<file path="src/rtl/arm_multicycle_controller.sv">
// Multi-cycle ARM control FSM: FETCH/DECODE/EXECUTE sequencing with NZCV condition evaluation.
// Outputs are Moore-decoded from the current state and the IR; write strobes are held low during reset.
module arm_multicycle_controller #(
    parameter bit          ENABLE_COND = 1'b1,
    parameter bit          ENABLE_BL   = 1'b1,
    parameter bit          ENABLE_BX   = 1'b1,
    parameter logic [3:0]  FLAG_RESET  = 4'b0000
) (
    input  logic        clk,
    input  logic        RESET,
    input  logic [31:0] Instr,
    input  logic [3:0]  ALUFlags,
    output logic        PCWrite,
    output logic        AdrSrc,
    output logic        MemWrite,
    output logic        IRWrite,
    output logic [1:0]  ResultSrc,
    output logic        ALUSrcA,
    output logic [1:0]  ALUSrcB,
    output logic [3:0]  ALUControl,
    output logic [1:0]  ImmSrc,
    output logic        RegWrite,
    output logic [1:0]  RegSrc,
    output logic        LinkWrite,
    output logic        BX_ctrl,
    output logic [3:0]  flags_o,
    output logic [3:0]  state_o
);

    typedef enum logic [3:0] {
        FETCH    = 4'd0,
        DECODE   = 4'd1,
        MEMADR   = 4'd2,
        MEMREAD  = 4'd3,
        MEMWB    = 4'd4,
        MEMWRITE = 4'd5,
        EXECR    = 4'd6,
        EXECI    = 4'd7,
        ALUWB    = 4'd8,
        BRANCH   = 4'd9,
        BXEX     = 4'd10
    } state_t;

    localparam logic [3:0] CMD_AND = 4'b0000;
    localparam logic [3:0] CMD_SUB = 4'b0010;
    localparam logic [3:0] CMD_ADD = 4'b0100;
    localparam logic [3:0] CMD_CMP = 4'b1010;
    localparam logic [3:0] CMD_ORR = 4'b1100;
    localparam logic [3:0] CMD_MOV = 4'b1101;

    localparam logic [3:0] ALU_ADD = 4'b0000;
    localparam logic [3:0] ALU_SUB = 4'b0001;
    localparam logic [3:0] ALU_AND = 4'b0010;
    localparam logic [3:0] ALU_ORR = 4'b0011;
    localparam logic [3:0] ALU_MOV = 4'b0100;

    state_t     state_q, state_d;
    logic [3:0] nzcv_q, nzcv_d;

    logic [1:0] op;
    logic [3:0] cmd, cond;
    logic       i_bit, s_bit, u_bit, is_bx, is_cmp;
    logic       cond_ok, cmd_ok, is_arith;
    logic [3:0] alu_dp;
    logic       n, z, c, v;
    logic       pc_wr, ir_wr, mem_wr, reg_wr, link_wr, bx_sel;
    logic       unused_instr;

    assign op           = Instr[27:26];
    assign i_bit        = Instr[25];
    assign cmd          = Instr[24:21];
    assign s_bit        = Instr[20];
    assign u_bit        = Instr[23];
    assign cond         = ENABLE_COND ? Instr[31:28] : 4'b1110;
    assign is_bx        = ENABLE_BX && (Instr[27:4] == 24'h12FFF1);
    assign is_cmp       = (cmd == CMD_CMP);
    assign unused_instr = ^Instr[3:0];
    assign {n, z, c, v} = nzcv_q;

    // cond 1111 is treated as a failing condition, so it falls through to FETCH
    always_comb begin
        cond_ok = 1'b0;
        case (cond)
            4'h0: cond_ok = z;
            4'h1: cond_ok = !z;
            4'h2: cond_ok = c;
            4'h3: cond_ok = !c;
            4'h4: cond_ok = n;
            4'h5: cond_ok = !n;
            4'h6: cond_ok = v;
            4'h7: cond_ok = !v;
            4'h8: cond_ok = c && !z;
            4'h9: cond_ok = !c || z;
            4'hA: cond_ok = (n == v);
            4'hB: cond_ok = (n != v);
            4'hC: cond_ok = !z && (n == v);
            4'hD: cond_ok = z || (n != v);
            4'hE: cond_ok = 1'b1;
            default: cond_ok = 1'b0;
        endcase
    end

    always_comb begin
        alu_dp   = ALU_ADD;
        cmd_ok   = 1'b1;
        is_arith = 1'b0;
        case (cmd)
            CMD_ADD: begin alu_dp = ALU_ADD; is_arith = 1'b1; end
            CMD_SUB: begin alu_dp = ALU_SUB; is_arith = 1'b1; end
            CMD_CMP: begin alu_dp = ALU_SUB; is_arith = 1'b1; end
            CMD_AND: alu_dp = ALU_AND;
            CMD_ORR: alu_dp = ALU_ORR;
            CMD_MOV: alu_dp = ALU_MOV;
            default: cmd_ok = 1'b0;
        endcase
    end

    always_ff @(posedge clk or negedge RESET) begin
        if (!RESET) begin
            state_q <= FETCH;
            nzcv_q  <= FLAG_RESET;
        end else begin
            state_q <= state_d;
            nzcv_q  <= nzcv_d;
        end
    end

    always_comb begin
        state_d    = FETCH;
        nzcv_d     = nzcv_q;
        pc_wr      = 1'b0;
        ir_wr      = 1'b0;
        mem_wr     = 1'b0;
        reg_wr     = 1'b0;
        link_wr    = 1'b0;
        bx_sel     = 1'b0;
        AdrSrc     = 1'b0;
        ResultSrc  = 2'b00;
        ALUSrcA    = 1'b0;
        ALUSrcB    = 2'b00;
        ALUControl = ALU_ADD;
        ImmSrc     = 2'b00;
        RegSrc     = 2'b00;
        case (state_q)
            FETCH: begin
                ir_wr     = 1'b1;
                pc_wr     = 1'b1;
                ALUSrcA   = 1'b1;
                ALUSrcB   = 2'b10;
                ResultSrc = 2'b10;
                state_d   = DECODE;
            end
            DECODE: begin
                ALUSrcA = 1'b1;
                ALUSrcB = 2'b10;
                if (!cond_ok)                  state_d = FETCH;
                else if (op == 2'b01)          state_d = MEMADR;
                else if (is_bx)                state_d = BXEX;
                else if (op == 2'b10)          state_d = BRANCH;
                else if (op == 2'b00 && cmd_ok) state_d = i_bit ? EXECI : EXECR;
                else                           state_d = FETCH;
            end
            MEMADR: begin
                ALUSrcB    = 2'b01;
                ImmSrc     = 2'b01;
                ALUControl = u_bit ? ALU_ADD : ALU_SUB;
                state_d    = s_bit ? MEMREAD : MEMWRITE;
            end
            MEMREAD: begin
                AdrSrc  = 1'b1;
                state_d = MEMWB;
            end
            MEMWB: begin
                ResultSrc = 2'b01;
                reg_wr    = 1'b1;
            end
            MEMWRITE: begin
                AdrSrc = 1'b1;
                mem_wr = 1'b1;
                RegSrc = 2'b10;
            end
            EXECR, EXECI: begin
                ALUSrcB    = (state_q == EXECI) ? 2'b01 : 2'b00;
                ALUControl = alu_dp;
                state_d    = is_cmp ? FETCH : ALUWB;
                // logical ops keep the previous carry/overflow
                if (s_bit || is_cmp) begin
                    nzcv_d[3:2] = ALUFlags[3:2];
                    if (is_arith) nzcv_d[1:0] = ALUFlags[1:0];
                end
            end
            ALUWB: reg_wr = 1'b1;
            BRANCH: begin
                RegSrc    = 2'b01;
                ImmSrc    = 2'b10;
                ALUSrcB   = 2'b01;
                ResultSrc = 2'b10;
                pc_wr     = 1'b1;
                link_wr   = ENABLE_BL && Instr[24];
            end
            BXEX: begin
                bx_sel = 1'b1;
                pc_wr  = 1'b1;
            end
            default: state_d = FETCH;
        endcase
    end

    assign PCWrite   = pc_wr   & RESET;
    assign IRWrite   = ir_wr   & RESET;
    assign MemWrite  = mem_wr  & RESET;
    assign RegWrite  = reg_wr  & RESET;
    assign LinkWrite = link_wr & RESET;
    assign BX_ctrl   = bx_sel  & RESET;
    assign flags_o   = nzcv_q;
    assign state_o   = state_q;

endmodule
</file>
<file path="config.mk">
export PLATFORM = sky130hd
export DESIGN_NAME = arm_multicycle_controller
export DESIGN_NICKNAME = d
export VERILOG_FILES = /design/src/rtl/arm_multicycle_controller.sv
export SDC_FILE = /design/constraint.sdc
export NUM_CORES = 1
export LEC_CHECK = 0
export CAP_MARGIN = 10
export CORE_MARGIN = 2
export CORE_UTILIZATION = 36
export CTS_BUF_LIST = sky130_fd_sc_hd__clkbuf_4 sky130_fd_sc_hd__clkbuf_8
export CTS_CLUSTER_SIZE = 25
export DETAILED_ROUTE_END_ITERATION = 16
export PLACE_DENSITY = 0.82
export SLEW_MARGIN = 25
export SYNTH_ARGS = -nofsm -noshare
export SYNTH_HDL_FRONTEND = slang
export SYNTH_SLANG_ARGS = --single-unit
</file>
<file path="constraint.sdc">
create_clock -name clk -period 2.04 [get_ports clk]
set_input_delay 0.51 -clock clk [delete_from_list [all_inputs] [get_ports clk]]
set_output_delay 0.51 -clock clk [all_outputs]
set_load 0.05 [all_outputs]
</file>
Word level (Yosys, flattened, before mapping)

Cells that the tools add are included.

Register bits: 8
Input port bits: 38
Output and inout port bits: 28
Word-level logic and storage cells: 97

Equality and inequality tests: 34
Mux-type cells: 28
Bitwise logic cells: 6
Reduce and logical (&&, ||, !) cells: 26

Operator list:

| operator                                                                 | number |
|---|---|
| 4-bit equality test (second input constant)                              | 13 |
| 4-bit by 3-bit equality test with 1-bit output (second input constant)   | 9 |
| 24-bit by 21-bit equality test with 1-bit output (second input constant) | 1 |
| 4-bit by 2-bit equality test with 1-bit output (second input constant)   | 5 |
| 4-bit 2-to-1 mux                                                         | 5 |
| 4-bit one-hot mux with 5 select lines                                    | 1 |
| 1-bit one-hot mux with 15 select lines                                   | 1 |
| 2-bit OR reduction                                                       | 7 |
| 1-bit 2-to-1 mux                                                         | 13 |
| 4-bit logical NOT                                                        | 3 |
| 2-bit one-hot mux with 2 select lines                                    | 3 |
| 3-bit one-hot mux with 4 select lines                                    | 1 |
| 4-bit by 1-bit equality test with 1-bit output (second input constant)   | 2 |
| 4-bit one-hot mux with 2 select lines                                    | 1 |
| 1-bit AND                                                                | 6 |
| 3-bit 2-to-1 mux                                                         | 2 |
| 2-bit one-hot mux with 3 select lines                                    | 1 |
| 3-bit OR reduction                                                       | 2 |
| 6-bit OR reduction                                                       | 1 |
| 1-bit logical NOT                                                        | 4 |
| 1-bit logical AND                                                        | 3 |
| 1-bit logical OR                                                         | 3 |
| 3-bit AND reduction                                                      | 1 |
| 2-bit by 1-bit equality test with 1-bit output (second input constant)   | 1 |
| other kinds (5)                                                          | 5 |

Logic depth before layout (Yosys ltp)

Depth in word-level cells: 10
Mapped depth: 6
Depth with buffers taken out: 5

Worst setup path before layout

OpenSTA, ideal clock, no wires.

Path kind: flip-flop to output port
Start point: register state_q[2] (netlist: state_o[2])
End point: output ALUControl[0]
Arrival: 3.239 ns
Required time: 1.530 ns
Slack: -1.709 ns
Stages on the path, launching flop included: 6
Buffers on the path: 1
Cell sequence: dfrtp_1 buf_6 or2_2 nor3b_1 a31oi_1 o32ai_1

Longest elaborated chain between the ends: 3
Elaborated cells between the ends (all ways): 5
Classes of those cells: eq/ne: 3; mux: 1; reduce/logical: 1

RTL lines:

| element                                        | line | source |
|---|---|---|
| from (decl)                                    | 57   | `state_t state_q, state_d;` |
| from (signal assigned)                         | 123  | `state_q <= state_d;` |
| 4-bit by 3-bit equality test with 1-bit output | 144  | `case (state_q)` |
| 2-bit OR reduction                             | 144  |  |
| 4-bit one-hot mux with 2 select lines *        | 144  |  |
| to (decl)                                      | 20   | `output logic [3:0] ALUControl,` |

Mark *: on every way between the ends. The rest lies on a longest branch, timed or not.

Worst setup path after layout

Ends and elaborated chain as after synthesis.

==> reports/metrics.yaml <==
worstPathArrival_ns: 1.69
grt_pass1_vias: 1497
syn_nets: 159
drt_iter0_drc: 75
report.power.total_mw: 2.11
drive_above_1_share: 0.540
finalSetupViolCount: 7
ir_drop_v: 0.00127
viasPerCell: 6.00
fmax_mhz: 455
root_buffer: "clkbuf_4"
synth_top_area_share: 0.209
vias: 1470
finalMaxSlewViolations: 0
drv_cap: 0
synth.area.top_cells: "dfrtp_1 21%, nor2_1 4.7%, nor2b_1 3.9%"
synth_edf_count: 0
yosysWarnings: 0
postLayoutSetupSlackWorst_ns: -0.160
antenna_found_initial: 0
grt_pass1_wl_microns: 7050
grt_use_total: 0.291
worstPathRequired_ns: 1.53
ios: 66
violations: "negative setup slack"
critPathMaxStageDelay_ns: 0.44
min_path_type: "in2async"
ant_nets: 0
seq_area_sq_um: 205
cts_buffers: 3
dpl.cell_count: 227
multi_input_area_sq_um: 895
overflow: 0
synthMostInstantiatedCell: "nor2_1"
die_x_microns: 55.6
area_growth_pct: 134
synth_largest_area_cell: "dfrtp_1"
die_area_sq_um: 3090
place_hpwl_microns: 3040
grt_max_degree: 13
crit_path_cell_trace: "nor2b_4 > and2_4 > a31oi_2 > o32ai_4 > buf_12"
ys_types: 51
die_h_microns: 55.6
ys.flop_type: "dfrtp_1"
grt_setup_unrepaired: "true"
htree_levels: 1
port_buffers: 60
timing.critical_path.slowest_stage_cell: "dfrtp_2"
final_cells: 245
outcome: "finished, violations left"
wire_per_inst_microns: 21.4
synth_cells: 121
routabilityCongestion: 0.837
worstSetupEndpointType: "output pin"
start_kind: "register"
critPathMaxFanout: 5
diodes: 0
crit_family: "compound AO/OA/AOI/OAI gates"
fin_skew_ns: 0.0142
fin_crit_sh: 1.08
crit_buf_inv: 1
core_sq_um: 2500
dr.pass1.iters: 4
path_clk_slew_ns: 0.07
period_needed_ns: 2.20
drc: 0
place_ws_ns: -0.270
power_density_nw_per_um2: 941
hold_violations: 0
drt_wl_total_microns: 5230
finish.net_count: 254
synth_area_sq_um: 958
initial_core_util: 0.383
clock_latency_ns: 0.28
ys_ff_latch: 8
rows: 18
clock_sinks: 8
async_flop_share: 1.00
fill_cells: 105
setup_tns_ns: -0.276
cts_hold_buffers: 0
hold_slack_ns: 0.523
yosys-top-cells-count: "12 x nor2_1, 8 x dfrtp_1, 7 x nand2_1"
crit_type: "reg2out"
p_leak_nw: 0.998
ys_seq_area_frac: 0.209
cts.path.max_buffers: 2
synth.avg_cell_area_sq_um: 7.92
cts_tree: "built"
## kinds of logic after synthesis
kind of cell              count (synthesis)  share of synthesized area
xor gates and xnor gates                  5                     0.0457
buffers and inverters                    11                     0.0718
muxes                                     7                     0.0862
DFF                                       8                      0.209
AOI/OAI and AO/OA                        24                      0.176
and+or+nand+nor                          65                      0.407
other                                     1                    0.00391
## stage by stage
| step | instance area (sq um) | util |
|---|---|---|
| floorplan | 1110 | - |
| global placement | 2030 | 0.813 |
| CTS | 2140 | 0.855 |
| finish | 2240 | 0.897 |
| global route | 2240 | 0.897 |
| detailed placement | 2030 | 0.813 |
## worst reg2reg max path: stages, from the launching register on
cell      delay, ns
dfrtp_1        0.46
and4bb_2       0.38
nor3_1         0.07
o211ai_1       0.20
a211oi_2       0.10
buf_4          0.17
o32ai_1        0.33
## final cells by class
type	instances	area share
Timing Repair Buffer	98	0.474
Multi-Input combinational cell	102	0.399
Sequential cell	8	0.0915
Tap cell	30	0.0167
Clock buffer	4	0.0134
Inverter	3	0.00502
## routing by layer
layer,up-vias,GRT usage,routed length (microns)
li1,631,-,-
met1,711,0.302,1790
met2,101,0.549,2830
met3,27,0.0326,349
met4,0,0.178,258
met5,-,0,0
## worst paths after layout
kind                       startpoint       endpoint  slack (ns)  depth (start not counted)
setup / recovery           state_o[2]  ALUControl[0]       -0.16                          5
hold / removal                  RESET     state_o[3]        0.52                          3
setup reg to reg           flags_o[2]     state_o[0]        0.23                          6
hold reg to reg            flags_o[1]     flags_o[1]        0.62                          1
max in group asynchronous       RESET     flags_o[2]        1.37                          3
min in group clk           flags_o[1]     flags_o[1]        0.62                          1
## where the power goes
group          leakage, nW  switching [mW]  internal (mW)
clock               0.0184          0.0719         0.0890
combinational        0.877           0.913          0.742
sequential           0.102          0.0927          0.201
## cells in the final DEF (no fill, tap or decap), drive strengths merged, types with 4 or more instances in the layout
cell type | synthesis | final
dlygate4sd2 | 0 | 5
o21ai | 4 | 4
nand2b | 5 | 5
clkbuf | 1 | 4
nand3 | 6 | 6
clkdlybuf4s50 | 0 | 24
nand2 | 7 | 7
a21oi | 5 | 5
buf | 7 | 65
dfrtp | 8 | 8
dlymetal6s2s | 0 | 4
mux2 | 4 | 4
nor2b | 7 | 7
nor3 | 5 | 5
nor2 | 12 | 12
## repair_timing
| item | CTS | global route |
|---|---|---|
| gates resized for setup | 11 | 15 |
| buffers inserted | 8 | 6 |
| endpoints found under the hold margin | 0 | 0 |
| cloned | 0 | 0 |
| endpoints found under the setup margin | 14 | 14 |
| pin swaps | 6 | 2 |
## flip-flops by register name (all words and copies together), names as in the netlist
name / flops
state_o: 4
flags_o: 4
Power figures use the tool's default switching activity.
